==> src/rtl/ex_pkg.sv <==
// Shared definitions for the MIPS execute stage: ALU op codes, forward selects,
// FSM state encoding and the combinational ALU/forwarding helpers.
package ex_pkg;

    localparam logic [2:0] ALU_AND = 3'b000;
    localparam logic [2:0] ALU_OR  = 3'b001;
    localparam logic [2:0] ALU_ADD = 3'b010;
    localparam logic [2:0] ALU_SUB = 3'b110;
    localparam logic [2:0] ALU_SLT = 3'b111;
    localparam logic [2:0] ALU_MUL = 3'b011;

    localparam logic [1:0] FWD_RF  = 2'b00;
    localparam logic [1:0] FWD_MEM = 2'b10;
    localparam logic [1:0] FWD_WB  = 2'b01;

    localparam logic [1:0] S_IDLE = 2'd0;
    localparam logic [1:0] S_BUSY = 2'd1;
    localparam logic [1:0] S_DONE = 2'd2;

    typedef struct packed {
        logic reg_write;
        logic mem_read;
        logic mem_write;
        logic mem_to_reg;
    } ctl_t;

    // Select code 11 is not a valid forward and falls back to the RF value.
    function automatic logic [31:0] fwd_sel(input logic [1:0]  sel,
                                            input logic [31:0] rf,
                                            input logic [31:0] mem,
                                            input logic [31:0] wb);
        logic [31:0] v;
        case (sel)
            FWD_MEM: v = mem;
            FWD_WB:  v = wb;
            default: v = rf;
        endcase
        return v;
    endfunction

    // Single-cycle ALU; MUL and the unused codes yield 0 here.
    function automatic logic [31:0] alu_op(input logic [2:0]  op,
                                           input logic [31:0] a,
                                           input logic [31:0] b);
        logic [31:0] v;
        case (op)
            ALU_AND: v = a & b;
            ALU_OR:  v = a | b;
            ALU_ADD: v = a + b;
            ALU_SUB: v = a - b;
            ALU_SLT: v = ($signed(a) < $signed(b)) ? 32'd1 : 32'd0;
            default: v = 32'd0;
        endcase
        return v;
    endfunction

endpackage

==> src/rtl/ex_stage_seq_multiplier.sv <==
// Iterative shift-add multiplier: one partial product per clock, 32 steps,
// low 32 bits of the product. Only used when EX_MUL_EN is defined.
import ex_pkg::*;

module seq_multiplier (
    input  logic        clk,
    input  logic        rst,
    input  logic        start,
    input  logic        abort,
    input  logic [31:0] a,
    input  logic [31:0] b,
    output logic        busy,
    output logic        done,
    output logic [31:0] product
);

    logic [31:0] mcand_reg;
    logic [31:0] mplier_reg;
    logic [31:0] acc_reg;
    logic [4:0]  count_reg;
    logic        busy_reg;

    always_ff @(posedge clk or negedge rst) begin
        if (!rst) begin
            mcand_reg  <= '0;
            mplier_reg <= '0;
            acc_reg    <= '0;
            count_reg  <= '0;
            busy_reg   <= 1'b0;
        end else if (abort) begin
            busy_reg  <= 1'b0;
            count_reg <= '0;
        end else if (start) begin
            mcand_reg  <= a;
            mplier_reg <= b;
            acc_reg    <= '0;
            count_reg  <= '0;
            busy_reg   <= 1'b1;
        end else if (busy_reg) begin
            if (mplier_reg[0]) begin
                acc_reg <= acc_reg + mcand_reg;
            end
            mcand_reg  <= {mcand_reg[30:0], 1'b0};
            mplier_reg <= {1'b0, mplier_reg[31:1]};
            count_reg  <= count_reg + 5'd1;
            if (count_reg == 5'd31) begin
                busy_reg <= 1'b0;
            end
        end
    end

    // done flags the final step; the product register is complete after that edge.
    assign busy    = busy_reg;
    assign done    = busy_reg && (count_reg == 5'd31);
    assign product = acc_reg;

endmodule

==> src/rtl/ex_stage.sv <==
// Execute stage: operand forwarding, ALU and the EX/MEM register.
// Define EX_MUL_EN to build in the 32-cycle iterative multiplier and Stall.
import ex_pkg::*;

module ex_stage (
    input  logic        clk,
    input  logic        rst,
    input  logic [2:0]  ALUControl,
    input  logic        ALUSrc,
    input  logic        RegDst,
    input  logic [31:0] ReadDataRF0,
    input  logic [31:0] ReadDataRF1,
    input  logic [31:0] SignExtended,
    input  logic [4:0]  Rt,
    input  logic [4:0]  Rd,
    input  logic        RegWrite,
    input  logic        MemRead,
    input  logic        MemWrite,
    input  logic        MemToReg,
    input  logic [1:0]  ForwardA,
    input  logic [1:0]  ForwardB,
    input  logic [31:0] ALUResultMEM,
    input  logic [31:0] WriteDataWB,
    input  logic        Flush,
    output logic        Stall,
    output logic [31:0] ALUResultOut,
    output logic [31:0] WriteDataOut,
    output logic [4:0]  WriteRegOut,
    output logic        ZeroOut,
    output logic        RegWriteOut,
    output logic        MemReadOut,
    output logic        MemWriteOut,
    output logic        MemToRegOut
);

    logic [31:0] op_a;
    logic [31:0] b_fwd;
    logic [31:0] op_b;
    logic [31:0] alu_result;
    logic [4:0]  wreg_in;
    ctl_t        ctl_in;

    logic [31:0] result_reg, result_next;
    logic [31:0] wdata_reg, wdata_next;
    logic [4:0]  wreg_reg, wreg_next;
    logic        zero_reg, zero_next;
    ctl_t        ctl_reg, ctl_next;

    assign op_a       = fwd_sel(ForwardA, ReadDataRF0, ALUResultMEM, WriteDataWB);
    assign b_fwd      = fwd_sel(ForwardB, ReadDataRF1, ALUResultMEM, WriteDataWB);
    assign op_b       = ALUSrc ? SignExtended : b_fwd;
    assign alu_result = alu_op(ALUControl, op_a, op_b);
    assign wreg_in    = RegDst ? Rd : Rt;
    assign ctl_in     = '{reg_write: RegWrite, mem_read: MemRead,
                          mem_write: MemWrite, mem_to_reg: MemToReg};

`ifdef EX_MUL_EN
    logic [1:0]  state_reg, state_next;
    ctl_t        held_ctl_reg;
    logic [4:0]  held_wreg_reg;
    logic [31:0] held_wdata_reg;
    logic        is_mul;
    logic        mul_start;
    logic        mul_busy;
    logic        mul_done;
    logic [31:0] mul_product;

    assign is_mul    = (ALUControl == ALU_MUL);
    assign mul_start = (state_reg == S_IDLE) && is_mul && !Flush;
    assign Stall     = rst && !Flush && (((state_reg == S_IDLE) && is_mul) || mul_busy);

    seq_multiplier u_mul (
        .clk     (clk),
        .rst     (rst),
        .start   (mul_start),
        .abort   (Flush),
        .a       (op_a),
        .b       (op_b),
        .busy    (mul_busy),
        .done    (mul_done),
        .product (mul_product)
    );

    always_comb begin
        state_next = state_reg;
        if (Flush) begin
            state_next = S_IDLE;
        end else begin
            case (state_reg)
                S_IDLE:  if (mul_start) state_next = S_BUSY;
                S_BUSY:  if (mul_done)  state_next = S_DONE;
                default: state_next = S_IDLE;
            endcase
        end
    end

    // Destination and store data are latched with the operands: ID/EX may be
    // released the instant the product is written back.
    always_ff @(posedge clk or negedge rst) begin
        if (!rst) begin
            state_reg      <= S_IDLE;
            held_ctl_reg   <= '0;
            held_wreg_reg  <= '0;
            held_wdata_reg <= '0;
        end else begin
            state_reg <= state_next;
            if (mul_start) begin
                held_ctl_reg   <= ctl_in;
                held_wreg_reg  <= wreg_in;
                held_wdata_reg <= b_fwd;
            end
        end
    end

    always_comb begin
        result_next = result_reg;
        wdata_next  = wdata_reg;
        wreg_next   = wreg_reg;
        zero_next   = zero_reg;
        ctl_next    = '0;
        if (!Flush) begin
            case (state_reg)
                S_IDLE: begin
                    if (!is_mul) begin
                        result_next = alu_result;
                        wdata_next  = b_fwd;
                        wreg_next   = wreg_in;
                        zero_next   = (alu_result == 32'd0);
                        ctl_next    = ctl_in;
                    end
                end
                S_DONE: begin
                    result_next = mul_product;
                    wdata_next  = held_wdata_reg;
                    wreg_next   = held_wreg_reg;
                    zero_next   = (mul_product == 32'd0);
                    ctl_next    = held_ctl_reg;
                end
                default: ;
            endcase
        end
    end
`else
    assign Stall = 1'b0;

    always_comb begin
        result_next = result_reg;
        wdata_next  = wdata_reg;
        wreg_next   = wreg_reg;
        zero_next   = zero_reg;
        ctl_next    = '0;
        if (!Flush) begin
            result_next = alu_result;
            wdata_next  = b_fwd;
            wreg_next   = wreg_in;
            zero_next   = (alu_result == 32'd0);
            ctl_next    = ctl_in;
        end
    end
`endif

    always_ff @(posedge clk or negedge rst) begin
        if (!rst) begin
            result_reg <= '0;
            wdata_reg  <= '0;
            wreg_reg   <= '0;
            zero_reg   <= 1'b0;
            ctl_reg    <= '0;
        end else begin
            result_reg <= result_next;
            wdata_reg  <= wdata_next;
            wreg_reg   <= wreg_next;
            zero_reg   <= zero_next;
            ctl_reg    <= ctl_next;
        end
    end

    assign ALUResultOut = result_reg;
    assign WriteDataOut = wdata_reg;
    assign WriteRegOut  = wreg_reg;
    assign ZeroOut      = zero_reg;
    assign RegWriteOut  = ctl_reg.reg_write;
    assign MemReadOut   = ctl_reg.mem_read;
    assign MemWriteOut  = ctl_reg.mem_write;
    assign MemToRegOut  = ctl_reg.mem_to_reg;

endmodule

==> config.mk <==
export PLATFORM = sky130hd
export DESIGN_NAME = ex_stage
export DESIGN_NICKNAME = d
export VERILOG_FILES = /design/src/rtl/ex_pkg.sv /design/src/rtl/ex_stage_seq_multiplier.sv /design/src/rtl/ex_stage.sv
export SDC_FILE = /design/constraint.sdc
export NUM_CORES = 1
export LEC_CHECK = 0
export ABC_AREA = 1
export CORE_ASPECT_RATIO = 0.6
export CORE_MARGIN = 2
export CORE_UTILIZATION = 53
export CTS_BUF_LIST = sky130_fd_sc_hd__clkbuf_2 sky130_fd_sc_hd__clkbuf_4 sky130_fd_sc_hd__clkbuf_8
export DETAILED_ROUTE_END_ITERATION = 12
export GPL_TIMING_DRIVEN = 0
export PLACE_DENSITY = 0.85
export SLEW_MARGIN = 15
export SYNTH_ARGS = -nofsm -noshare
export SYNTH_HDL_FRONTEND = slang
export SYNTH_SLANG_ARGS = --single-unit
==> constraint.sdc <==
create_clock -name clk -period 0.8 [get_ports clk]
set_input_delay 0.08 -clock clk [delete_from_list [all_inputs] [get_ports clk]]
set_output_delay 0.08 -clock clk [all_outputs]
set_load 0.03 [all_outputs]
==> reports/metrics.csv, run 1 <==
stage,metric,value,unit
grt,grt_start_max_net_pins,39,
sta,worst-ep-kind,sequential cell input,
run_status,stop_error,[ERROR GRT-0232] Routing congestion too high. Check the congestion heatmap in the GUI.,
clock_network,clockBufferDepth,2,
yosys,async_flop_share,1.00,
placed_design,routabilityCongestion,1.06,
yosys,yosysMostFrequentCell,nand2_1,
yosys,synthTopCellsByCount,"554 x nand2_1, 335 x inv_1, 167 x o21ai_0",
yosys,synth_area_leaders,"nand2_1 19%, dfrtp_1 17%, ha_1 12%",
sta,worst_endpoint,ZeroOut$_DFFE_PN0N_/D,
grt,grt_usage,0.790,
clock_network,cts_root_buf,clkbuf_8,
grt,antenna_found_initial,10,
yosys,netlist_area,10900,µm²
grt,gr-total-overflow,13,
clock_network,cts_buffers,9,
placed_design,port_buffers,257,
yosys,synthFlopType,dfrtp_1,
placed_design,dp_hpwl,39.1,mm
clock_network,h-tree-depth,3,
placed_design,dpl-instance-area,14300,µm²
floorplanning,die_h,115,µm
yosys,syn-num-nets,2163,
floorplanning,io_pins,261,
placed_design,place_ws,-3600,ps
yosys,yosys_warnings,0,
run_status,status,aborted with a tool error,
clock_network,clock_sinks,74,
yosys,synth_edf_count,0,
floorplanning,dieWidth,189,µm
floorplanning,start_util,0.542,
yosys,synth_top_cell_by_area,nand2_1,
floorplanning,num_rows,40,
yosys,synthDistinctLibCells,43,
yosys,synth_seq_cells,74,
yosys,synth.avg_cell_area,5.81,µm²
run_status,lastStage,5_1_grt,
yosys,synth.top_cell.area_share,0.191,
yosys,seq_area_frac_synth,0.170,
yosys,postSynthCellCount,1873,
[cells by family after synthesis]
family                   after synthesis  share of synthesized area
buffers and inverters                438                      0.163
adder cells (fa/ha/maj)              104                      0.121
flip-flops                            74                      0.170
AND/OR/NAND/NOR                      900                      0.348
other                                  1                   0.000345
AO/OA/AOI/OAI                        356                      0.197
[layer usage]
metal	track usage	overflow
met1	0.807	4
met2	0.905	5
met3	0.711	1
met4	0.701	3
met5	0.500	0
[metrics by stage]
step | utilization | cells
3_5_place_dp | 0.713 | 2404
2_1_floorplan | - | 1873
3_3_place_gp | 0.712 | 2403
4_1_cts | 0.794 | 2461
[timing repair]
item	in CTS
buffers inserted	41
cloned	5
gates resized for setup	413
setup endpoints to repair	139
hold endpoints to repair	37
pin swaps	66
==> inputs of run 2 (changes only) <==
--- a/config.mk
+++ b/config.mk
@@ -6,13 +6,11 @@
 export NUM_CORES = 1
 export LEC_CHECK = 0
 export ABC_AREA = 1
-export CORE_ASPECT_RATIO = 0.6
 export CORE_MARGIN = 2
-export CORE_UTILIZATION = 53
-export CTS_BUF_LIST = sky130_fd_sc_hd__clkbuf_2 sky130_fd_sc_hd__clkbuf_4 sky130_fd_sc_hd__clkbuf_8
+export CORE_UTILIZATION = 40
 export DETAILED_ROUTE_END_ITERATION = 12
 export GPL_TIMING_DRIVEN = 0
-export PLACE_DENSITY = 0.85
+export PLACE_DENSITY_LB_ADDON = 0.15
 export SLEW_MARGIN = 15
 export SYNTH_ARGS = -nofsm -noshare
 export SYNTH_HDL_FRONTEND = slang
==> run 2 against run 1 <==
  * The flow now finishes, with violations (hold timing, setup timing)
  * Synthesized cell count is the same
  * Synthesized area is the same
==> reports/metrics.csv, run 2 <==
stage,metric,value,unit,change
run_status,status,"finished, violations left",,was aborted with a tool error
run_status,violations,"hold timing, setup timing",,
yosys,netlist_area,10900,µm²,unchanged
yosys,synthFlopType,dfrtp_1,,unchanged
yosys,syn-num-nets,2163,,unchanged
grt,grt_pass1_vias,13500,,
routing,drt_pre_antenna_iters,5,,
placed_design,place_ws,-3900,ps,was -3600 ps
setup_path,startpoint_type,input port,,
sta,fin_skew,0,ps,
final_layout,multi_input_area,9040,µm²,
routing,via_per_inst,5.42,,
yosys,synth.top_cell.area_share,0.191,,unchanged
sta,grt_setup_unrepaired,yes,,
floorplanning,die_area,28500,µm²,
yosys,postSynthCellCount,1873,,unchanged
yosys,synth_top_cell_by_area,nand2_1,,unchanged
floorplanning,start_util,0.406,,was 0.542
floorplanning,dieWidth,169,µm,was 189 µm
placed_design,dpl-instance-area,14400,µm²,was 14300 µm²
placed_design,dp_hpwl,40.9,mm,was 39.1 mm
grt,antenna_found_initial,0,,
flow_run,maxCapViolCount,0,,
setup_path,cp-end-kind,flop,,
setup_path,worstRegToRegCells,3,,
final_layout,nNetsFinal,2524,,
setup_path,worst_r2r_endpoint,WriteDataOut[1],,
final_layout,mostFrequentLayoutCell,nand2_1,,
final_layout,fin_area,17200,µm²,
yosys,synth_seq_cells,74,,unchanged
grt,grt_usage,0.348,,
final_layout,antenna_cells,0,,
final_layout,final_cell_mix,"449 x nand2_1, 311 x inv_1, 175 x clkdlybuf4s50_1",,
sta,worst_pin_slew,843,ps,
setup_path,r2r_start,WriteDataOut[1],,
yosys,synth_edf_count,0,,unchanged
sta,fin_crit_sh,3.79,,
power_and_ir_drop,power_density,1630,nW/µm²,
final_layout,drive_gt1_frac,0.320,,
placed_design,port_buffers,257,,unchanged
routing,wire_per_inst,19.8,µm,
sta,drv_slew,0,,
power_and_ir_drop,p_leak,8.57,nW,
sta,relSlewSlack,0.438,,
final_layout,area_growth,58.1,%,
sta,timing.fmax,330,MHz,
clock_network,cts_tree,yes,,
sta,setup_viol,135,,
sta,period_minus_slack,3030,ps,
routing,finalWirelength,51.1,mm,
clock_network,h-tree-depth,3,,unchanged
floorplanning,num_rows,60,,was 40
yosys,async_flop_share,1.00,,unchanged
floorplanning,io_pins,261,,unchanged
setup_path,critical_path_class,input port to flop,,
clock_network,clockBufferDepth,2,,unchanged
setup_path,crit_fanout,8,,
routing,drt-initial-drc-count,1081,,
routing,drc,0,,
yosys,yosys_warnings,0,,unchanged
routing,vias,14000,,
yosys,seq_area_frac_synth,0.170,,unchanged
floorplanning,die_h,169,µm,was 115 µm
grt,gr-total-overflow,0,,
clock_network,cts_root_buf,clkbuf_16,,was clkbuf_8
sta,hold_ws,-304,ps,
sta,final_hold_viol_count,36,,
setup_path,cp.arrival,3320,ps,
setup_path,required,1090,ps,
final_layout,register_area,1850,µm²,
setup_path,rrSetupSlack,-30,ps,
yosys,synth.avg_cell_area,5.81,µm²,unchanged
min_path,hold_path.class,input port to asynchronous set/reset pin,,
routing,ant_nets,0,,
yosys,yosysMostFrequentCell,nand2_1,,unchanged
clock_network,cts_buffers,9,,unchanged
sta,layout_setup_ws,-2230,ps,
grt,grt_pass1_wl,75.3,mm,
clock_network,clkTransAtPathRegs,60,ps,
floorplanning,coreArea,26800,µm²,
clock_network,clk_latency,360,ps,
clock_network,clock_sinks,74,,unchanged
yosys,synthTopCellsByCount,"554 x nand2_1, 335 x inv_1, 167 x o21ai_0",,unchanged
placed_design,routabilityCongestion,1.00,,was 1.06
grt,grt_start_max_net_pins,39,,
final_layout,n_fill_cell,2495,,
yosys,synthDistinctLibCells,43,,unchanged
yosys,synth_area_leaders,"nand2_1 19%, dfrtp_1 17%, ha_1 12%",,unchanged
power_and_ir_drop,ir_drop,0.00101,V,
[run 2: repair_timing]
action	CTS	global route
setup buffers	58	42
resized for setup	450	610
endpoints found under the hold margin	36	36
pin swaps	84	77
cloned	3	1
setup endpoints to repair	139	140
[run 2: kinds of logic after synthesis]
group	count (synthesis)	synth area share
AND/OR/NAND/NOR	900	0.348
buffers and inverters	438	0.163
flip-flops	74	0.170
adder cells (fa/ha/maj)	104	0.121
AO/OA/AOI/OAI	356	0.197
other	1	0.000345
[run 2: where the power goes]
group,leakage (nW),total (mW),internal [mW],switching (mW)
combinational,7.51,19.3,7.59,11.7
sequential,0.933,4.72,4.27,0.447
clock,0.128,4.11,2.13,1.99
total,8.57,28.1,14.0,14.1
[run 2: final cells by class]
cell class / count / area share
tap: 341 / 0.0248
buffer: 76 / 0.0435
multi-input combinational: 1361 / 0.526
inverter: 358 / 0.0802
sequential: 74 / 0.108
clock inverter: 7 / 0.00313
timing repair buffer: 354 / 0.202
clock buffer: 9 / 0.0131
[run 2: worst max-delay path by stage]
stage | slack (ps) | depth (start not counted) | to | from
floorplan | -1940 | 24 | ZeroOut | ForwardB[1]
global placement | -3860 | 22 | ZeroOut | ForwardB[0]
detailed placement | -3900 | 22 | ZeroOut | ForwardB[0]
CTS | -2170 | 24 | ZeroOut | ForwardB[0]
global route | -2370 | 26 | ZeroOut | ForwardB[1]
finish | -2230 | 26 | ZeroOut | ForwardB[1]
[run 2: stage by stage]
stage / util / instances / power [mW] / TNS, ps
after detailed placement: 0.537 / 2472 / 19.8 / -157200
after floorplan: - / 1873 / 14.5 / -61840
after global placement: 0.536 / 2471 / 19.6 / -395730
after global routing: 0.642 / 2580 / 29.7 / -80840
after CTS: 0.604 / 2545 / 26.0 / -98890
final: 0.642 / 2580 / 28.1 / -76220
[run 2: metal layers]
layer	vias to the layer above	global-route usage	wire length, µm
li1	6701	-	-
met1	6499	0.442	20900
met3	98	0.0458	4100
met5	-	0	0
met2	682	0.575	23500
met4	0	0.181	2510
[run 2: worst max-delay path: stages]
cell and delay [ps]:
buf_12 110, ha_4 280, clkbuf_16 180, buf_8 140
a221o_1 290, o21ai_2 100, o21ai_2 110, ha_1 350
buf_8 160, inv_4 70, nand2_4 50, nand2_4 90
nand2_2 60, nand2_2 80, nand2_1 60, nand3b_1 220
nand3_2 110, nand2_2 100, nand2_1 50, nand2_1 70
nor2_2 50, nor2_2 140, nand2_2 80, nor2_4 150
nand3_2 80, nand2_1 60
No activity file was read; power rests on OpenSTA's default activity.
==> inputs of run 3 (changes only) <==
--- a/config.mk
+++ b/config.mk
@@ -7,7 +7,7 @@
 export LEC_CHECK = 0
 export ABC_AREA = 1
 export CORE_MARGIN = 2
-export CORE_UTILIZATION = 40
+export CORE_UTILIZATION = 52
 export DETAILED_ROUTE_END_ITERATION = 12
 export GPL_TIMING_DRIVEN = 0
 export PLACE_DENSITY_LB_ADDON = 0.15
==> run 3 against run 2 <==
  * Synthesized cell count unchanged
  * Synthesized area is the same
  * The run now fails in 5_1_grt
==> reports/metrics.csv, run 3 <==
stage,metric,value,unit,change
yosys,synth-simple-area-share,0.348,,unchanged
clock_network,cts_root_buf,clkbuf_16,,unchanged
placed_design,dp_hpwl,39.5,mm,was 40.9 mm
clock_network,cts_buffers,9,,unchanged
floorplanning,dieWidth,149,µm,was 169 µm
placed_design,routabilityCongestion,1.10,,was 1.00
floorplanning,die_h,149,µm,was 169 µm
yosys,postSynthCellCount,1873,,unchanged
clock_network,clockBufferDepth,2,,unchanged
sta,worst-ep-kind,sequential cell input,,
placed_design,place_ws,-3790,ps,was -3900 ps
placed_design,port_buffers,257,,unchanged
yosys,synth_area_leaders,"nand2_1 19%, dfrtp_1 17%, ha_1 12%",,unchanged
yosys,netlist_area,10900,µm²,unchanged
yosys,syn-num-nets,2163,,unchanged
grt,gr-total-overflow,73,,
yosys,synth_top_family_by_area,simple AND/OR/NAND/NOR gates,,unchanged
clock_network,h-tree-depth,3,,unchanged
floorplanning,start_util,0.534,,was 0.406
run_status,status,aborted with a tool error,,"was finished, violations left"
yosys,synthDistinctLibCells,43,,unchanged
yosys,synth_edf_count,0,,unchanged
yosys,synthMuxAreaShare,0,,unchanged
yosys,synthTopCellsByCount,"554 x nand2_1, 335 x inv_1, 167 x o21ai_0",,unchanged
yosys,synth.avg_cell_area,5.81,µm²,unchanged
yosys,yosysMostFrequentCell,nand2_1,,unchanged
yosys,synthXorXnorAreaFrac,0,,unchanged
yosys,synth_top_cell_by_area,nand2_1,,unchanged
floorplanning,io_pins,261,,unchanged
grt,grt_usage,0.760,,
floorplanning,num_rows,52,,was 60
yosys,async_flop_share,1.00,,unchanged
run_status,lastStage,5_1_grt,,
yosys,seq_area_frac_synth,0.170,,unchanged
yosys,synthFlopType,dfrtp_1,,unchanged
clock_network,clock_sinks,74,,unchanged
grt,grt_start_max_net_pins,44,,
sta,worst_endpoint,ZeroOut$_DFFE_PN0N_/D,,
yosys,synthAdderAreaFrac,0.121,,unchanged
yosys,yosys_warnings,0,,unchanged
run_status,stop_error,[ERROR GRT-0232] Routing congestion too high. Check the congestion heatmap in the GUI.,,
yosys,synth.top_cell.area_share,0.191,,unchanged
yosys,synth_compound_area_frac,0.197,,unchanged
yosys,synth_seq_cells,74,,unchanged
## run 3: cell counts after synthesis
Identical to the previous run, type by type.
## run 3: routing by layer
metal,GRT overflow,GRT usage
met3,1,0.608
met5,1,0.311
met1,3,0.747
met4,34,0.780
met2,34,0.926
## run 3: cell families after synthesis
group | count (synthesis)
AO/OA/AOI/OAI | 356
adder cells (fa/ha/maj) | 104
buffers and inverters | 438
flip-flops | 74
other | 1
AND/OR/NAND/NOR | 900
## run 3: what timing repair did
| item | CTS |
|---|---|
| resized for setup | 481 |
| pin swaps | 94 |
| hold endpoints to repair | 31 |
| setup buffers | 75 |
| endpoints found under the setup margin | 139 |
| gates cloned | 5 |
## run 3: metrics by stage
step | instances | cell area (µm²)
after floorplan | 1873 | 11400
after global placement | 2400 | 14300
after CTS | 2493 | 16400
after detailed placement | 2401 | 14300
